<file path="config.mk">
export PLATFORM = sky130hd
export DESIGN_NAME = jk_updown_counter
export DESIGN_NICKNAME = d
export VERILOG_FILES = /design/src/rtl/jk_counter_pkg.sv /design/src/rtl/jk_ff_sync.sv /design/src/rtl/jk_updown_counter.sv
export SDC_FILE = /design/constraint.sdc
export NUM_CORES = 1
export LEC_CHECK = 0
export BUFFER_PORTS_ARGS = -buffer_cell sky130_fd_sc_hd__buf_2
export CAP_MARGIN = 10
export CORE_AREA = 4 4 41 43
export CTS_BUF_LIST = sky130_fd_sc_hd__clkbuf_16
export CTS_CLUSTER_DIAMETER = 120
export CTS_CLUSTER_SIZE = 24
export DETAILED_ROUTE_END_ITERATION = 8
export DIE_AREA = 0 0 45 47
export PLACE_DENSITY = 0.77
export SYNTH_ARGS = -nofsm -noshare
export SYNTH_HDL_FRONTEND = slang
export SYNTH_SLANG_ARGS = --single-unit
</file>
<file path="constraint.sdc">
create_clock -name clk -period 1.73 [get_ports clk]
set_input_delay 0.0865 -clock clk [delete_from_list [all_inputs] [get_ports clk]]
set_output_delay 0.0865 -clock clk [all_outputs]
set_load 0.01 [all_outputs]
</file>
<file path="src/rtl/jk_counter_pkg.sv">
// Shared definitions for the JK up/down counter: direction codes, JK cell encodings, load clamp.
// Saturating mode is selected by defining JK_COUNTER_SAT_EN; see jk_updown_counter.
package jk_counter_pkg;

  localparam logic UP = 1'b1;
  localparam logic DN = 1'b0;

  localparam logic [1:0] JK_HOLD = 2'b00;
  localparam logic [1:0] JK_RST  = 2'b01;
  localparam logic [1:0] JK_SET  = 2'b10;
  localparam logic [1:0] JK_TGL  = 2'b11;

  // Wide enough to hold any legal MODULUS (up to 2**16).
  localparam int MAX_WIDTH = 16;
  typedef logic [MAX_WIDTH:0] cnt_wide_t;

  typedef enum logic [1:0] {
    STEP_HOLD = 2'd0,
    STEP_LOAD = 2'd1,
    STEP_UP   = 2'd2,
    STEP_DOWN = 2'd3
  } step_t;

  function automatic cnt_wide_t clamp_load(input cnt_wide_t val, input cnt_wide_t modulus);
    return (val < modulus) ? val : (modulus - cnt_wide_t'(1));
  endfunction

endpackage

</file>
<file path="src/rtl/jk_ff_sync.sv">
// Single-bit JK flip-flop with synchronous active-high reset to RESET_BIT.
module jk_ff_sync
  import jk_counter_pkg::*;
#(
  parameter logic RESET_BIT = 1'b0
) (
  input  logic clk,
  input  logic reset,
  input  logic j,
  input  logic k,
  output logic q
);

  logic q_reg;

  always_ff @(posedge clk) begin
    if (reset) begin
      q_reg <= RESET_BIT;
    end else begin
      case ({j, k})
        JK_HOLD: q_reg <= q_reg;
        JK_RST:  q_reg <= 1'b0;
        JK_SET:  q_reg <= 1'b1;
        JK_TGL:  q_reg <= ~q_reg;
        default: q_reg <= q_reg;
      endcase
    end
  end

  assign q = q_reg;

endmodule

</file>
<file path="src/rtl/jk_updown_counter.sv">
// Modulo-MODULUS up/down counter with load, terminal count and wrap pulse, built from JK cells.
// Define JK_COUNTER_SAT_EN for saturating mode (holds at the ends, wrapped tied low).
module jk_updown_counter
  import jk_counter_pkg::*;
#(
  parameter int WIDTH     = 4,
  parameter int MODULUS   = 2 ** WIDTH,
  parameter int RESET_VAL = 0
) (
  input  logic             clk,
  input  logic             reset,
  input  logic             en,
  input  logic             up_dn,
  input  logic             load,
  input  logic [WIDTH-1:0] load_val,
  output logic [WIDTH-1:0] q,
  output logic             tc,
  output logic             wrapped
);

  localparam logic [WIDTH-1:0] MAX_Q   = WIDTH'(MODULUS - 1);
  localparam logic [WIDTH-1:0] RESET_Q = WIDTH'(RESET_VAL);

  logic [WIDTH-1:0] q_reg;
  logic [WIDTH-1:0] q_next;
  logic [WIDTH-1:0] load_clamped;
  logic [WIDTH-1:0] j_vec;
  logic [WIDTH-1:0] k_vec;
  step_t            step;

  assign load_clamped = WIDTH'(clamp_load(cnt_wide_t'(load_val), cnt_wide_t'(MODULUS)));

  // Reset is applied inside each JK cell, so it is not part of this decode.
  always_comb begin
    step = STEP_HOLD;
    if (load) begin
      step = STEP_LOAD;
    end else if (en) begin
      step = (up_dn == UP) ? STEP_UP : STEP_DOWN;
    end
  end

`ifdef JK_COUNTER_SAT_EN

  always_comb begin
    q_next = q_reg;
    case (step)
      STEP_LOAD: q_next = load_clamped;
      STEP_UP:   q_next = (q_reg < MAX_Q) ? q_reg + WIDTH'(1) : MAX_Q;
      STEP_DOWN: q_next = (q_reg != '0) ? q_reg - WIDTH'(1) : '0;
      default:   q_next = q_reg;
    endcase
  end

  assign wrapped = 1'b0;

`else

  logic wrap_next;
  logic wrapped_reg;

  // An out-of-range q fails the "< MAX_Q" test, so an up step from it wraps to 0.
  always_comb begin
    q_next    = q_reg;
    wrap_next = 1'b0;
    case (step)
      STEP_LOAD: q_next = load_clamped;
      STEP_UP: begin
        if (q_reg < MAX_Q) begin
          q_next = q_reg + WIDTH'(1);
        end else begin
          q_next    = '0;
          wrap_next = 1'b1;
        end
      end
      STEP_DOWN: begin
        if (q_reg != '0) begin
          q_next = q_reg - WIDTH'(1);
        end else begin
          q_next    = MAX_Q;
          wrap_next = 1'b1;
        end
      end
      default: q_next = q_reg;
    endcase
  end

  always_ff @(posedge clk) begin
    if (reset) begin
      wrapped_reg <= 1'b0;
    end else begin
      wrapped_reg <= wrap_next;
    end
  end

  assign wrapped = wrapped_reg;

`endif

  // Drive each cell only toward the bit it must change to; toggle is never requested.
  generate
    for (genvar gi = 0; gi < WIDTH; gi++) begin : g_bit
      assign j_vec[gi] = q_next[gi] & ~q_reg[gi];
      assign k_vec[gi] = ~q_next[gi] & q_reg[gi];

      jk_ff_sync #(
        .RESET_BIT(RESET_Q[gi])
      ) u_cell (
        .clk  (clk),
        .reset(reset),
        .j    (j_vec[gi]),
        .k    (k_vec[gi]),
        .q    (q_reg[gi])
      );
    end
  endgenerate

  assign q  = q_reg;
  assign tc = en & (((up_dn == UP) & (q_reg == MAX_Q)) | ((up_dn == DN) & (q_reg == '0)));

endmodule

</file>
# Word level (Yosys, flattened, before mapping)
# Index checks and enable logic that the tools add are counted.
[classes]
n_reduce_logical = 6
addsub = 2
mux = 13
magnitude_cmp = 1
eq_ne = 16
bitwise_logic = 21
[ops]
columns = ["operator", "n"]
rows = [
  ["$eq A2 B2 Y1 const B", 10],
  ["$pmux W1 S3", 4],
  ["$pmux W4 S3", 1],
  ["$and A1 B1 Y1", 11],
  ["$eq A2 B1 Y1 const B", 5],
  ["$not A1 Y1", 9],
  ["$logic_not A2 Y1", 4],
  ["$mux W4", 2],
  ["$add A4 B1 Y4 const B", 1],
  ["$eq A4 B4 Y1 const B", 1],
  ["$logic_not A4 Y1", 1],
  ["$lt A4 B4 Y1 const B", 1],
  ["$mux W2", 2],
  ["$reduce_bool A4 Y1", 1],
  ["$sub A4 B1 Y4 const B", 1],
  ["$mux W1", 3],
  ["$pmux W1 S2", 1],
  ["$or A1 B1 Y1", 1],
]
[word_totals]
wordCells = 64
register_bits = 5
input_bits = 9
out_inout_bits = 6

# Logic depth before layout (Yosys ltp)
# Gate-level depths: netlist (run 1).
[depth]
ltp_word = 9
mapped_depth = 8
depth_no_buf = 8

# By module
# A second synthesis (run 1) with hierarchy kept.
[hier_totals]
hier_cells = 59
area_unflattened_um2 = 459.2
[modules_own_cells]
columns = ["mod", "cells_per_inst", "instances", "area_each_um2", "seq_area_each_um2"]
rows = [
  ["jk_updown_counter", 47, 1, 334.1, 20.0],
  ["jk_ff_sync", 3, 4, 31.3, 20.0],
]

# Worst setup path after synthesis (run 1)
# OpenSTA, ideal clock, no wires.
[synth_timing]
path_type = "flip-flop to flip-flop"
start = "reg g_bit[0].u_cell.q_reg"
end = "reg g_bit[0].u_cell.q_reg"
path_stages_with_launch = 9
arrival_time_ps = 1682
setup_ps = 114
slack_ps = -67
required_time_ps = 1616
period_less_slack_ps = 1797
n_path_buf = 0
cell_sequence = "dfxtp_1 > inv_1 > ha_1 > nand3_1 > o21ai_0 > a221o_1 > ha_1 > mux2i_1 > nor2_1"
[synth_via]
elab_chain_cells = 7
word_cells_on_any_way = 16
cone_classes = "add/sub: 2; order compare: 1; eq/ne: 3; mux: 4; bitwise: 4; reduce/logical: 2"
[synth_lines]
columns = ["element", "line_no", "rtl"]
rows = [
  ["start: declaration", "jk_ff_sync.sv:14", "logic q_reg;"],
  ["start signal: assignment", "jk_ff_sync.sv:21", "JK_HOLD: q_reg <= q_reg;"],
  ["start signal: assignment", "jk_ff_sync.sv:24", "JK_TGL: q_reg <= ~q_reg;"],
  ["start signal: assignment", "jk_ff_sync.sv:25", "default: q_reg <= q_reg;"],
  ["$sub A4 B1 Y4 (tied with other cells)", "jk_updown_counter.sv:78", "q_next = q_reg - WIDTH'(1);"],
  ["$mux W4, on equally long branches", "jk_updown_counter.sv:77, jk_updown_counter.sv:69", ""],
  ["$pmux W4 S3", "jk_updown_counter.sv:66", "case (step)"],
  ["$not A1 Y1", "jk_updown_counter.sv:104", "assign k_vec[gi] = ~q_next[gi] & q_reg[gi];"],
  ["$and A1 B1 Y1", "jk_updown_counter.sv:104", ""],
  ["$eq A2 B2 Y1 / $eq A2 B1 Y1 (equally long branches)", "jk_ff_sync.sv:20", "case ({j, k})"],
  ["$pmux W1 S3", "jk_ff_sync.sv:20", ""],
]
# Parallel ways exist; a longest one is shown, timed or not.
# A chain may end at the register's enable or synchronous reset.

# Final worst setup path (run 1)
# Ends and elaborated chain as after synthesis.

==> results.json, run 1 <==
{
  "peakVddDrop_mv": 0.7924,
  "rsz0062_at_grt": "yes",
  "crit_path_end_kind": "register",
  "htree_num_levels": 1,
  "rr_startpoint": "g_bit[0].u_cell.q",
  "min_from": "reset",
  "path_cells": "inv_2, ha_4, nand3_2, o21ai_1, a221o_1, ha_1, mux2i_1, nor2_1",
  "cp-start-kind": "register",
  "worst_skew_pair.late_latency_ps": 220,
  "layout_min_cycle_time_ps": 1765,
  "via_per_inst": 5.190,
  "grt_pass1_vias": 550,
  "dr.pass1.iters": 4,
  "grt_pass1_wl_um": 2277,
  "fmax_mhz": 566.6,
  "place_congestion": 0.8284,
  "finalWirelength_um": 1409,
  "dp_slack_ps": -91.81,
  "area_growth_pct": 60.71,
  "drive_gt1_share_pct": 53.33,
  "largest_register_ffs": 4,
  "power_density_mw_per_mm2": 1097,
  "initialDrtViolationCount": 21,
  "hold_depth": 2,
  "max_stage_delay_ps": 370,
  "synth_top_cell_by_area": "dfxtp_1",
  "nets": 106,
  "ff2ff_path_depth": 8,
  "grt_overflow": 0,
  "finalNonFillerCells": 105,
  "wire_per_inst_um": 13.42,
  "track_usage_pct": 14.85,
  "cts_tree": "built",
  "fp-row-count": 13,
  "dp_hpwl_um": 982,
  "setup_viol": 2,
  "cp.arrival_ps": 1870,
  "io_buffers": 14,
  "crit_family": "adder cells",
  "crit_cells": 8,
  "slew_headroom_pct": 83.61,
  "ys_warn_count": 0,
  "avgSynthCellArea_um2": 8.211,
  "drc": 0,
  "tritoncts.num_buffers": 3,
  "worstPathMaxFanout": 4,
  "final.setup.worst_slack_ps": -34.88,
  "pin_count": 15,
  "fin_skew_ps": 0.5765,
  "die_y_um": 47,
  "post-route-period-util_pct": 102.0,
  "leakage_nw": 0.4113,
  "cts_sinks": 5,
  "r2r-end": "g_bit[0].u_cell.q",
  "synth_cell_types": 27,
  "antenna_found_initial": 0,
  "synth_cells": 64,
  "dieArea_mm2": 0.002115,
  "ys_ff_latch": 5,
  "synth.area.top_cells": "dfxtp_1 19%, ha_1 14%, mux2i_1 11%",
  "reg2reg_setup_slack_ps": -30,
  "power.total_mw": 0.9264,
  "worstHoldEndpoint": "g_bit[0].u_cell.q",
  "outcome": "finished, violations left",
  "crit_required_ps": 1840,
  "dr_total_vias": 545,
  "whs_ps": 73.18,
  "synth_top_area_share_pct": 19.05,
  "initial_core_util_pct": 40.38,
  "hold_class": "primary input to register",
  "dp_cells": 97,
  "final_cell_mix": "14 x buf_2, 12 x buf_4, 7 x nor2_1, 6 x mux2i_1",
  "maxSlewViolCount": 0,
  "worst-path-buf-inv": 1,
  "core_area_mm2": 0.001301,
  "clock_path_buffers": 2,
  "die_w_um": 45,
  "synth_area_um2": 525.5,
  "drtAntennaViolNets": 0,
  "grt_max_degree": 10,
  "synth_nets": 79,
  "finalHoldViolCount": 0,
  "criticalPathCategory": "register to register",
  "violations": "setup timing",
  "layout_commonest_cell": "buf_2",
  "cp_slowest_cell": "dfxtp_4",
  "clkSlewWorstSetupHoldPaths_ps": 30,
  "clockRootBuffer": "clkbuf_16",
  "antenna_cells": 0,
  "worst_pin_slew_ps": 245.6,
  "ys_seq_area_share_pct": 19.05,
  "drv_cap": 0
}
-- what timing repair did --
item,4_1_cts,5_1_grt
hold buffers,0,0
pin swaps,7,6
gates resized for setup,14,7
endpoints found under the setup margin,1,4
buffers inserted,3,1
-- layout make-up --
| cell class | instances | area, µm² |
|---|---|---|
| multi-input cells | 48 | 434.2 |
| repair buffers | 28 | 182.7 |
| well taps | 15 | 18.77 |
| clock buffers | 3 | 75.07 |
| flip-flops and latches | 5 | 108.9 |
| inverters | 5 | 21.27 |
| fillers | 110 | 456.7 |
| clock inverters | 1 | 3.754 |
-- metal layers --
metal	vias to the layer above	routed length, µm	global-route usage [%]
met5	-	0	0
met4	0	19	9.942
met3	2	65	2.299
met2	14	702	25.42
met1	252	621	17.05
li1	277	-	-
-- kinds of logic (layout without fill, tap and decap cells) --
kind of cell | after synthesis | count (layout) | share of synthesized area [%]
AOI/OAI and AO/OA | 11 | 11 | 15.95
xor gates and xnor gates | 3 | 3 | 5.001
adders and majority gates | 6 | 6 | 14.29
buffers and inverters | 11 | 37 | 11.19
DFF | 5 | 5 | 19.05
muxes | 6 | 6 | 11.43
and+or+nand+nor | 22 | 22 | 23.10
-- worst register-to-register path: stages (launching register included) --
cell and delay, ps:
dfxtp_4 370, inv_2 60, ha_4 170, nand3_2 70, o21ai_1 60, a221o_1 320
ha_1 290, mux2i_1 230, nor2_1 70
-- Yosys cell counts --
| cell | instances |
|---|---|
| a2bb2oi_1 | 1 |
| nand2b_4 | 1 |
| xor2_1 | 1 |
| a32oi_1 | 1 |
| and2_2 | 1 |
| buf_2 | 2 |
| a211oi_1 | 1 |
| nor3_1 | 1 |
| nor3b_1 | 1 |
| nor2_1 | 7 |
| nand2_1 | 4 |
| buf_4 | 4 |
| nand2b_1 | 1 |
| ha_1 | 6 |
| mux2i_1 | 6 |
| inv_1 | 5 |
| o22a_1 | 1 |
| a2111o_1 | 1 |
| dfxtp_1 | 5 |
| a221o_1 | 1 |
| o21ai_0 | 3 |
| xnor2_1 | 2 |
| a221oi_1 | 1 |
| nor2b_4 | 1 |
| nor4_1 | 1 |
| nand3_1 | 4 |
| a21oi_1 | 1 |
-- metrics by stage --
stage,utilization (%),instance area [µm²],TNS (ps)
2_1_floorplan,-,530.5,0
3_3_place_gp,50.29,654.4,-50.94
3_5_place_dp,50.29,654.4,-91.81
4_1_cts,62.12,808.3,-1.446
5_1_grt,64.90,844.6,-387.5
6_report,64.90,844.6,-35.97
-- worst max path at each step --
stage / startpoint / end / slack (ps)
4_1_cts: g_bit[1].u_cell.q / g_bit[0].u_cell.q / -1
3_5_place_dp: g_bit[2].u_cell.q / g_bit[0].u_cell.q / -90
6_report: g_bit[0].u_cell.q / g_bit[0].u_cell.q / -30
3_3_place_gp: g_bit[1].u_cell.q / g_bit[0].u_cell.q / -50
5_1_grt: g_bit[1].u_cell.q / g_bit[0].u_cell.q / -120
2_1_floorplan: g_bit[0].u_cell.q / g_bit[3].u_cell.q / 30
-- power by group --
| group | total, mW | internal, mW | switching [mW] |
|---|---|---|---|
| combinational | 0.377 | 0.208 | 0.168 |
| clock | 0.367 | 0.299 | 0.0681 |
| sequential | 0.183 | 0.139 | 0.0442 |
| total | 0.926 | 0.646 | 0.281 |
Power figures use the tool's default switching activity.
==> run 2: changes to the inputs <==
--- a/config.mk
+++ b/config.mk
@@ -7,13 +7,16 @@
 export LEC_CHECK = 0
 export BUFFER_PORTS_ARGS = -buffer_cell sky130_fd_sc_hd__buf_2
 export CAP_MARGIN = 10
-export CORE_AREA = 4 4 41 43
+export CELL_PAD_IN_SITES_DETAIL_PLACEMENT = 1
+export CELL_PAD_IN_SITES_GLOBAL_PLACEMENT = 1
+export CORE_ASPECT_RATIO = 1.2
+export CORE_MARGIN = 4
+export CORE_UTILIZATION = 32
 export CTS_BUF_LIST = sky130_fd_sc_hd__clkbuf_16
 export CTS_CLUSTER_DIAMETER = 120
 export CTS_CLUSTER_SIZE = 24
 export DETAILED_ROUTE_END_ITERATION = 8
-export DIE_AREA = 0 0 45 47
-export PLACE_DENSITY = 0.77
+export PLACE_DENSITY = 0.83
 export SYNTH_ARGS = -nofsm -noshare
 export SYNTH_HDL_FRONTEND = slang
 export SYNTH_SLANG_ARGS = --single-unit
==> run 2 against run 1 <==
Effect of this change:
- the run still ends with setup timing left
- cell count unchanged
- setup slack got worse by 40 ps
- first-iteration DRC count decreased by 43%
- sequential power about the same
- via count increased by 5.3%
- clock skew about the same
- sequential cell count unchanged
- fmax decreased by 2.2%
- total power increased by 2.7%
- critical path type unchanged
- largest cell class unchanged
==> results.json, run 2 (synthesized netlist as in run 1, its figures left out) <==
{
  "fill_cells": 178,
  "cts_tree": "built",
  "fmax_mhz": 554.2,
  "placed_cell_area_um2": 656.9,
  "drive_gt1_share_pct": 54.55,
  "final_cell_mix": "14 x buf_2, 12 x buf_4, 7 x nor2_1, 6 x mux2i_1, 4 x inv_1",
  "io_buffers": 14,
  "post-route-period-util_pct": 104.3,
  "area_growth_pct": 58.57,
  "cp.arrival_ps": 1910,
  "die_y_um": 52.39,
  "drv_cap": 0,
  "cp-start-kind": "register",
  "grt_overflow": 0,
  "setup_viol": 3,
  "met2_length_um": 978,
  "maxSlewViolCount": 0,
  "final.setup.worst_slack_ps": -74.38,
  "seqCellArea_um2": 110.1,
  "grt_pass1_vias": 675,
  "largest_register_ffs": 4,
  "violations": "setup timing",
  "dr.pass1.iters": 4,
  "htree_num_levels": 1,
  "fin_area_um2": 833.3,
  "layout_commonest_cell": "buf_2",
  "slew_headroom_pct": 86.43,
  "initial_core_util_pct": 35.00,
  "drt-met1-wl_um": 794,
  "crit_required_ps": 1840,
  "finalWirelength_um": 1981,
  "multiInputGateArea_um2": 439.2,
  "place_congestion": 0.7837,
  "drc": 0,
  "grt_max_degree": 10,
  "die_w_um": 45.00,
  "power.total_mw": 0.9515,
  "leakage_nw": 0.3971,
  "pin_count": 15,
  "criticalPathCategory": "register to register",
  "fin_skew_ps": 0.2850,
  "drtAntennaViolNets": 0,
  "dr_wl_met3_um": 105,
  "dp_slack_ps": -118.9,
  "finalHoldViolCount": 0,
  "clock_path_buffers": 2,
  "hold_class": "primary input to register",
  "dr_total_vias": 574,
  "dp_hpwl_um": 1288,
  "layout_min_cycle_time_ps": 1804,
  "grt_pass1_wl_um": 3180,
  "via_per_inst": 5.467,
  "nets": 104,
  "worst_pin_slew_ps": 197.8,
  "rsz0062_at_grt": "yes",
  "wire_per_inst_um": 18.87,
  "core_area_mm2": 0.001501,
  "cts_sinks": 5,
  "worst_skew_pair.late_latency_ps": 230,
  "antenna_found_initial": 0,
  "highest-signal-layer": "met4",
  "utilization_pct": 55.50,
  "initialDrtViolationCount": 12,
  "peakVddDrop_mv": 0.8065,
  "worstPathMaxFanout": 4,
  "crit_path_end_kind": "register",
  "dieArea_mm2": 0.002357,
  "clockRootBuffer": "clkbuf_16",
  "outcome": "finished, violations left",
  "fp-row-count": 15,
  "clkSlewWorstSetupHoldPaths_ps": 30,
  "tritoncts.num_buffers": 3,
  "power_density_mw_per_mm2": 1142,
  "antenna_cells": 0,
  "track_usage_pct": 18.96
}
## run 2: cell types whose count changed in the layout (fill, tap and decap cells not counted), sizes merged
| cell | delta |
|---|---|
| buf | -2 |
## run 2: cell type report
class	instances	share of cell area, %
Timing Repair Buffer	26	19.22
Inverter	5	2.853
Clock inverter	1	0.4505
Clock buffer	3	9.009
Multi-Input combinational cell	48	52.70
Tap cell	17	2.553
Sequential cell	5	13.21
## run 2: power by group
part	leakage [nW]	internal (mW)	switching (mW)
clock network	0.0423	0.299	0.0730
logic	0.312	0.204	0.192
registers	0.0431	0.140	0.0437
total	0.397	0.643	0.309
## run 2: worst paths after layout
check	start	endpoint	slack, ps	cells after the start
hold reg to reg	g_bit[2].u_cell.q	g_bit[2].u_cell.q	680	2
hold / removal	reset	g_bit[1].u_cell.q	110	2
setup / recovery	g_bit[0].u_cell.q	g_bit[2].u_cell.q	-70	8
setup reg to reg	g_bit[0].u_cell.q	g_bit[2].u_cell.q	-70	8
## run 2: repair_timing
item	in CTS	in global routing
endpoints found under the hold margin	0	0
pin swaps	4	5
resized for setup	15	6
endpoints found under the setup margin	3	4
hold buffers	0	0
buffers inserted	2	0
## run 2: layer usage
metal / track usage [%] / vias up
met2: 30.66 / 23
met1: 20.20 / 267
li1: - / 274
met5: 0 / -
met4: 17.56 / 0
met3: 3.093 / 10
## run 2: metrics by stage
stage	hold WS, ps	TNS [ps]	cells
6_report	109.8	-110.5	105
2_1_floorplan	151.5	0	64
5_1_grt	115.0	-414.2	105
3_5_place_dp	328.4	-243.2	99
4_1_cts	92.58	-39.84	105
3_3_place_gp	317.6	-62.20	99
## run 2: critical path, cell delays in order (launching register included)
cell and delay, ps:
dfxtp_4 390, ha_4 150, xor2_1 160, nand2_1 100, a221oi_2 230, o22a_1 200, ha_4 210, mux2i_1 180
nor2_1 70
